$ cat src/rtl/uart_msg_scheduler.sv
// uart_msg_scheduler
//   Arbitrates the single uart_tx channel between game-over ('R'), hit ('H')
//   and mole-position ('0'..'4') messages. Requests are held in per-source
//   pending storage and granted one byte at a time by a fixed-priority FSM
//   that follows the transmitter's busy handshake.
//
//   Optional feature macro: UART_SCHED_HIT_QUEUE_EN
//     defined   : hits are counted up to HIT_DEPTH, excess hits pulse hit_overflow
//     undefined : hits collapse to one pending flag, hit_overflow tied to 0
//
// Ports
//   clock, reset      : system clock, synchronous active-high reset
//   flush             : level, clears all pending requests
//   gameover_req      : pulse, request 'R'
//   hit_req           : pulse, request one 'H'
//   mole_valid        : pulse, mole_index (0..4) valid
//   mole_index[2:0]   : mole position
//   tx_busy           : busy flag from uart_tx
//   tx_start          : one-cycle start pulse to uart_tx
//   tx_data[7:0]      : byte for uart_tx, held until the FSM returns to IDLE
//   hit_overflow      : one-cycle pulse, hit dropped because the queue is full
//   timeout_err       : one-cycle pulse, tx_busy never rose after tx_start
//   pending[2:0]      : {gameover_pend, hit pending, mole_pend}
module uart_msg_scheduler #(
  parameter int HIT_DEPTH = 7,
  parameter int BUSY_WAIT = 16
) (
  input  logic       clock,
  input  logic       reset,
  input  logic       flush,
  input  logic       gameover_req,
  input  logic       hit_req,
  input  logic       mole_valid,
  input  logic [2:0] mole_index,
  input  logic       tx_busy,
  output logic       tx_start,
  output logic [7:0] tx_data,
  output logic       hit_overflow,
  output logic       timeout_err,
  output logic [2:0] pending
);

`ifdef UART_SCHED_HIT_QUEUE_EN
  localparam int HIT_CAP = HIT_DEPTH;
`else
  // HIT_DEPTH has no effect here: at most one hit is ever pending.
  localparam int HIT_CAP = (HIT_DEPTH < 1) ? 1 : 1;
`endif
  localparam int HW = $clog2(HIT_CAP + 1);
  localparam int WW = $clog2(BUSY_WAIT + 1);

  typedef enum logic [1:0] {IDLE, START, SEND} state_t;

  state_t          state, state_nxt;
  logic            gameover_pend;
  logic [HW-1:0]   hit_cnt;
  logic            mole_pend;
  logic [2:0]      mole_reg;
  logic [WW-1:0]   wait_cnt, wait_nxt;
  logic            grant_go, grant_hit, grant_mole;
  logic            start_nxt, timeout_nxt, ovf_nxt;
  logic [7:0]      data_nxt;
  logic            hit_full, mole_ok;

  assign hit_full = (hit_cnt == HW'(HIT_CAP));
  assign mole_ok  = mole_valid && (mole_index <= 3'd4);
  assign pending  = {gameover_pend, hit_cnt != '0, mole_pend};

`ifdef UART_SCHED_HIT_QUEUE_EN
  // A same-cycle grant frees a slot, so a request then is not a drop.
  assign ovf_nxt = hit_req && hit_full && !grant_hit && !flush;
`else
  assign ovf_nxt = 1'b0;
`endif

  // Pending storage
  always_ff @(posedge clock) begin
    if (reset || flush) begin
      gameover_pend <= 1'b0;
      hit_cnt       <= '0;
      mole_pend     <= 1'b0;
      mole_reg      <= '0;
    end else begin
      if (gameover_req)    gameover_pend <= 1'b1;
      else if (grant_go)   gameover_pend <= 1'b0;

      if (hit_req && grant_hit)     hit_cnt <= hit_cnt;
      else if (hit_req && !hit_full) hit_cnt <= hit_cnt + HW'(1);
      else if (grant_hit)           hit_cnt <= hit_cnt - HW'(1);

      // New index wins over a same-cycle grant; the grant already latched the old one.
      if (mole_ok) begin
        mole_reg  <= mole_index;
        mole_pend <= 1'b1;
      end else if (grant_mole) begin
        mole_pend <= 1'b0;
      end
    end
  end

  // FSM state register
  always_ff @(posedge clock) begin
    if (reset) state <= IDLE;
    else       state <= state_nxt;
  end

  // FSM next state and registered-output next values
  always_comb begin
    state_nxt   = state;
    wait_nxt    = wait_cnt;
    grant_go    = 1'b0;
    grant_hit   = 1'b0;
    grant_mole  = 1'b0;
    start_nxt   = 1'b0;
    timeout_nxt = 1'b0;
    data_nxt    = tx_data;
    case (state)
      IDLE: begin
        wait_nxt = '0;
        // No launch while flushing: the pending bits are being discarded.
        if (!tx_busy && !flush) begin
          if (gameover_pend) begin
            grant_go = 1'b1;
            data_nxt = 8'h52;
          end else if (hit_cnt != '0) begin
            grant_hit = 1'b1;
            data_nxt  = 8'h48;
          end else if (mole_pend) begin
            grant_mole = 1'b1;
            data_nxt   = 8'h30 + {5'd0, mole_reg};
          end
        end
        if (grant_go || grant_hit || grant_mole) begin
          start_nxt = 1'b1;
          state_nxt = START;
        end
      end
      START: begin
        if (tx_busy) begin
          state_nxt = SEND;
        end else if (wait_cnt == WW'(BUSY_WAIT - 1)) begin
          timeout_nxt = 1'b1;
          state_nxt   = IDLE;
        end else begin
          wait_nxt = wait_cnt + WW'(1);
        end
      end
      SEND: begin
        if (!tx_busy) state_nxt = IDLE;
      end
      default: state_nxt = IDLE;
    endcase
  end

  always_ff @(posedge clock) begin
    if (reset) begin
      tx_start     <= 1'b0;
      tx_data      <= '0;
      timeout_err  <= 1'b0;
      hit_overflow <= 1'b0;
      wait_cnt     <= '0;
    end else begin
      tx_start     <= start_nxt;
      tx_data      <= data_nxt;
      timeout_err  <= timeout_nxt;
      hit_overflow <= ovf_nxt;
      wait_cnt     <= wait_nxt;
    end
  end

endmodule

$ cat config.mk
export PLATFORM = sky130hd
export DESIGN_NAME = uart_msg_scheduler
export DESIGN_NICKNAME = d
export VERILOG_FILES = /design/src/rtl/uart_msg_scheduler.sv
export SDC_FILE = /design/constraint.sdc
export NUM_CORES = 1
export LEC_CHECK = 0
export BUFFER_PORTS_ARGS = -buffer_cell sky130_fd_sc_hd__buf_2
export CORE_MARGIN = 2
export CORE_UTILIZATION = 50
export CTS_CLUSTER_DIAMETER = 60
export DETAILED_ROUTE_END_ITERATION = 8
export PLACE_DENSITY_LB_ADDON = 0.1
export SKIP_LAST_GASP = 1
export SLEW_MARGIN = 15
export SYNTH_ARGS = -nofsm -noshare
export SYNTH_HDL_FRONTEND = slang
export SYNTH_SLANG_ARGS = --single-unit
$ cat constraint.sdc
create_clock -name clock -period 2.4 [get_ports clock]
set_input_delay 0.24 -clock clock [delete_from_list [all_inputs] [get_ports clock]]
set_output_delay 0.24 -clock clock [all_outputs]
set_load 0.01 [all_outputs]
Word-level counts from Yosys, hierarchy flattened
Index checks and enable logic that the tools add are counted.

storage, ports and cells
  word-level logic and storage cells = 81
  output and inout port bits = 14
  flip-flop bits (word level) = 23

cells by class
  equality and inequality tests = 8
  add/subtract/negate cells = 4
  reduce and logical (&&, ||, !) cells = 22
  magnitude comparators = 1
  muxes and demuxes = 34
  bitwise operators = 3

operators by type and width
  cell                                                   number
  two-way mux 8 bit                                      3
  two-way mux 1 bit                                      23
  two-way mux 5 bit                                      2
  case mux 5 bit (2 select lines)                        1
  AND reduction 3 bit                                    3
  two-way mux 2 bit                                      4
  != test 2 bit, second input constant                   4
  nonzero test 2 bit                                     4
  adder 6 x 3 -> 7 bit, first input constant             1
  case mux 2 bit (3 select lines)                        1
  adder 5 x 1 -> 5 bit, second input constant            1
  == test 5 x 4 -> 1 bit, second input constant          1
  logical AND 1 bit                                      4
  less-or-equal comparator 3 bit, second input constant  1
  logical NOT 1 bit                                      3
  logical OR 1 bit                                       3
  != test 3 bit, second input constant                   1
  inverter 1 bit                                         3
  nonzero test 3 bit                                     1
  OR reduction 3 bit                                     1
  == test 2 x 1 -> 1 bit, second input constant          1
  == test 2 bit, second input constant                   1
  logical NOT 2 bit                                      1
  AND reduction 2 bit                                    1
  other kinds (3)                                        3

Depth between registers and ports, before layout
  depth in word-level cells = 8
  gate-level depth with buffers = 6
  depth with buffers taken out = 6

Least setup slack after synthesis
Ideal clock, no wire load.

  path kind = flip-flop to flip-flop
  from = register wait_cnt[0]
  to = register wait_cnt[2]
  cell stages (with the launch flop) = 7
  arrival time = 1.467 ns
  slack = 0.810 ns
  buffers on the path = 0
  required time = 2.278 ns
  library setup time = 0.122 ns
  cell sequence = dfxtp_1 > ha_1 > and3_1 > ha_1 > nor2_1 > a211oi_1 > a311o_1

between the ends
  cells in the longest elaborated chain, start to end = 4
  elaborated cells between the ends (all ways) = 7

RTL lines
  item                             RTL line  RTL
  start: declaration               59        logic [WW-1:0] wait_cnt, wait_nxt;
  start signal: assignment         167       wait_cnt <= wait_nxt;
  adder 5 x 1 -> 5 bit             145       wait_nxt = wait_cnt + WW'(1);
  two-way mux 5 bit                141       end else if (wait_cnt == WW'(BUSY_WAIT - 1)) begin
  two-way mux 5 bit                139       if (tx_busy) begin
  case mux 5 bit (2 select lines)  117       case (state)

Parallel ways exist; a longest one is shown, timed or not. The select of a mux whose other input is x is not followed.
A chain may end at the register's enable or synchronous reset.

Final worst setup path
Ends and elaborated chain as after synthesis.

==> impl_metrics.toml <==
[clock_network]
cts_buffer_depth = 2
htree_levels = 1
cts.sinks = 22
cts_resized = 0
cts_tree = "yes"
post-cts-setup-buffers = 0
postCtsHoldBufs = 0
cts_buffers = 3
insertion_delay_ns = 0.30
clk_pin_slew_ns = 0.12
clock-root-buffer = "clkbuf_4"

[timing]
maxSlewViolCount = 0
period_needed_ns = 1.93
tightest_slew_ns = 0.657
fin_skew_ns = 0.000794
max_slew_margin_pct = 55.8
timing.fmax_ghz = 0.518
setup_viol = 0
setup_tns_ns = 0
hold_viol = 0
rsz0062_at_grt = "false"
period_share_pct = 80.5

[worst_setup_path]
critPathCaptureType = "flip-flop"
max_stage_delay_ns = 0.50
worstSetupPathType = "reg -> reg"
arrival_ns = 2.19
critPathLaunchType = "flip-flop"
critPathRequiredTime_ns = 2.66
critical_path.slowest_cell = "nor3_1"
critical_path.cell_chain = "ha_1, and3_1, ha_1, nor3_1, and3_1, a311o_1"
crit_fanout = 5

[detailed_routing]
wl_per_cell_um = 12.0
via_count = 851
drc = 0
ant_nets = 0
dr.pass1.iters = 5
vias_per_cell = 5.39
totalWireLength_um = 1900
drtIter0Drc = 14

[yosys]
synth-edff-count = 0
seq_area_frac_synth_pct = 43.9
synth_top_area_cell = "dfxtp_1"
synthTopCellsByCount = "dfxtp_1, a21oi_1, nand2_1, nor2_1"
synthCells = 115
ys_ff_latch = 22
async_flop_share_pct = 0
synth_most_common_cell = "dfxtp_1"
synth_cell_types = 35
synthDominantCellAreaShare_pct = 43.9
synth_flop_cell = "dfxtp_1"
syn_area_per_cell_um2 = 8.73
ys_warn_count = 0
synth_area_leaders = "dfxtp_1, a21oi_1, nand2_1"
synth_area_um2 = 1000

[grt]
overflow = 0
grt_pass1_vias = 742
grt_pass1_wl_um = 3300
grt_usage_pct = 17.6
antenna_found_initial = 0
grt_max_degree = 18

[status]
status = "completed"

[die]
fp-row-count = 16
initial_core_util_pct = 52.2
die_w_um = 48.8
coreArea_um2 = 1920
io_pins = 24
dieArea_um2 = 2380
dieHeight_um = 48.8

[run]
cap_violations = 0

[layout]
fillers = 188
antenna_cells = 0
fin_cells = 158
layout-drive-gt1-share_pct = 21.4
nNetsFinal = 144
syn_to_final_growth_pct = 12.1
largest_reg_flops = 7
final_cell_area_um2 = 1120

[placement]
place_inst = 154
gp_congestion = 0.758
io_buffer_count = 21
dp_hpwl_um = 1350
post_dp_cell_area_um2 = 1090

[min_path]
min_path_type = "in -> reg"

[power_and_ir_drop]
power_density_nw_per_um2 = 575
power_leakage_nw = 0.482
vdd_drop_max_v = 0.000338
## cell type report
class,instances,area (µm²),area share (%)
multi-input cells,79,490,43.6
flip-flops and latches,22,440,39.2
repair buffers,21,105,9.34
clock buffers,4,36.3,3.23
well taps,27,33.8,3.00
inverters,5,18.8,1.67
## per-stage QoR
| stage | hold slack (ns) | setup slack, ns | utilization (%) | total power [W] |
|---|---|---|---|---|
| finish | 0.133 | 0.468 | 58.5 | 0.000647 |
| global route | 0.148 | 0.442 | 58.5 | 0.000677 |
| CTS | 0.130 | 0.549 | 58.5 | 0.000652 |
| detailed placement | 0.455 | 0.649 | 56.6 | 0.000451 |
| global placement | 0.453 | 0.686 | 56.6 | 0.000451 |
| floorplan | 0.317 | 0.810 | - | 0.000434 |
## report_power, final
group,switching [W],leakage [nW],total (W),internal [W]
combinational,0.0000363,0.282,0.0000607,0.0000244
sequential,0.00000950,0.178,0.000383,0.000373
clock,0.000111,0.0210,0.000203,0.0000925
total,0.000156,0.482,0.000647,0.000490
## placed cells by master, fill, tap and decap left out, types with 2 or more instances in the layout
cell type | Yosys | final
nor3b_1 | 2 | 2
inv_1 | 5 | 5
o21ai_0 | 4 | 4
nor2b_1 | 3 | 3
nand3_1 | 2 | 2
a31oi_1 | 2 | 2
and3_1 | 4 | 4
nand3b_1 | 2 | 2
conb_1 | 1 | 2
buf_2 | 1 | 21
or3_1 | 2 | 2
nor4_1 | 2 | 2
nor2_1 | 7 | 7
nor3_1 | 3 | 3
a21oi_1 | 12 | 12
clkbuf_4 | 0 | 3
a2bb2oi_1 | 2 | 2
dfxtp_1 | 22 | 22
ha_1 | 2 | 2
nand2_1 | 12 | 12
o21a_1 | 2 | 2
a32o_1 | 2 | 2
## final timing paths
path / start / endpoint / slack [ns] / cells past startpoint
setup reg to reg: wait_cnt[0] / wait_cnt[2] / 0.47 / 6
hold reg to reg: mole_reg[0] / mole_reg[0] / 0.49 / 2
setup / recovery: wait_cnt[0] / wait_cnt[2] / 0.47 / 6
hold / removal: gameover_req / gameover_pend / 0.13 / 3
## per-layer routing
layer,GRT usage [%],part of all wire (%),up-vias
met1,25.6,53,379
met3,3.37,4.7,4
met4,5.71,1.2,0
met5,0,0,-
met2,26.3,41,25
li1,-,-,443
## critical path: cells and delay by family, from the launching register on
| family | cells | cell delay, ns |
|---|---|---|
| flip-flops | 1 | 0.36 |
| AND/OR/NAND/NOR | 3 | 0.96 |
| AO/OA/AOI/OAI | 1 | 0.11 |
| adder cells (fa/ha/maj) | 2 | 0.46 |
## cell families after synthesis
family	share of synthesized area (%)
and+or+nand+nor	23.6
AOI/OAI and AO/OA	21.2
DFF	43.9
buffers and inverters	7.61
adders and majority gates	2.49
xor gates and xnor gates	0.873
other	0.374
No activity file was read; power rests on OpenSTA's default activity.
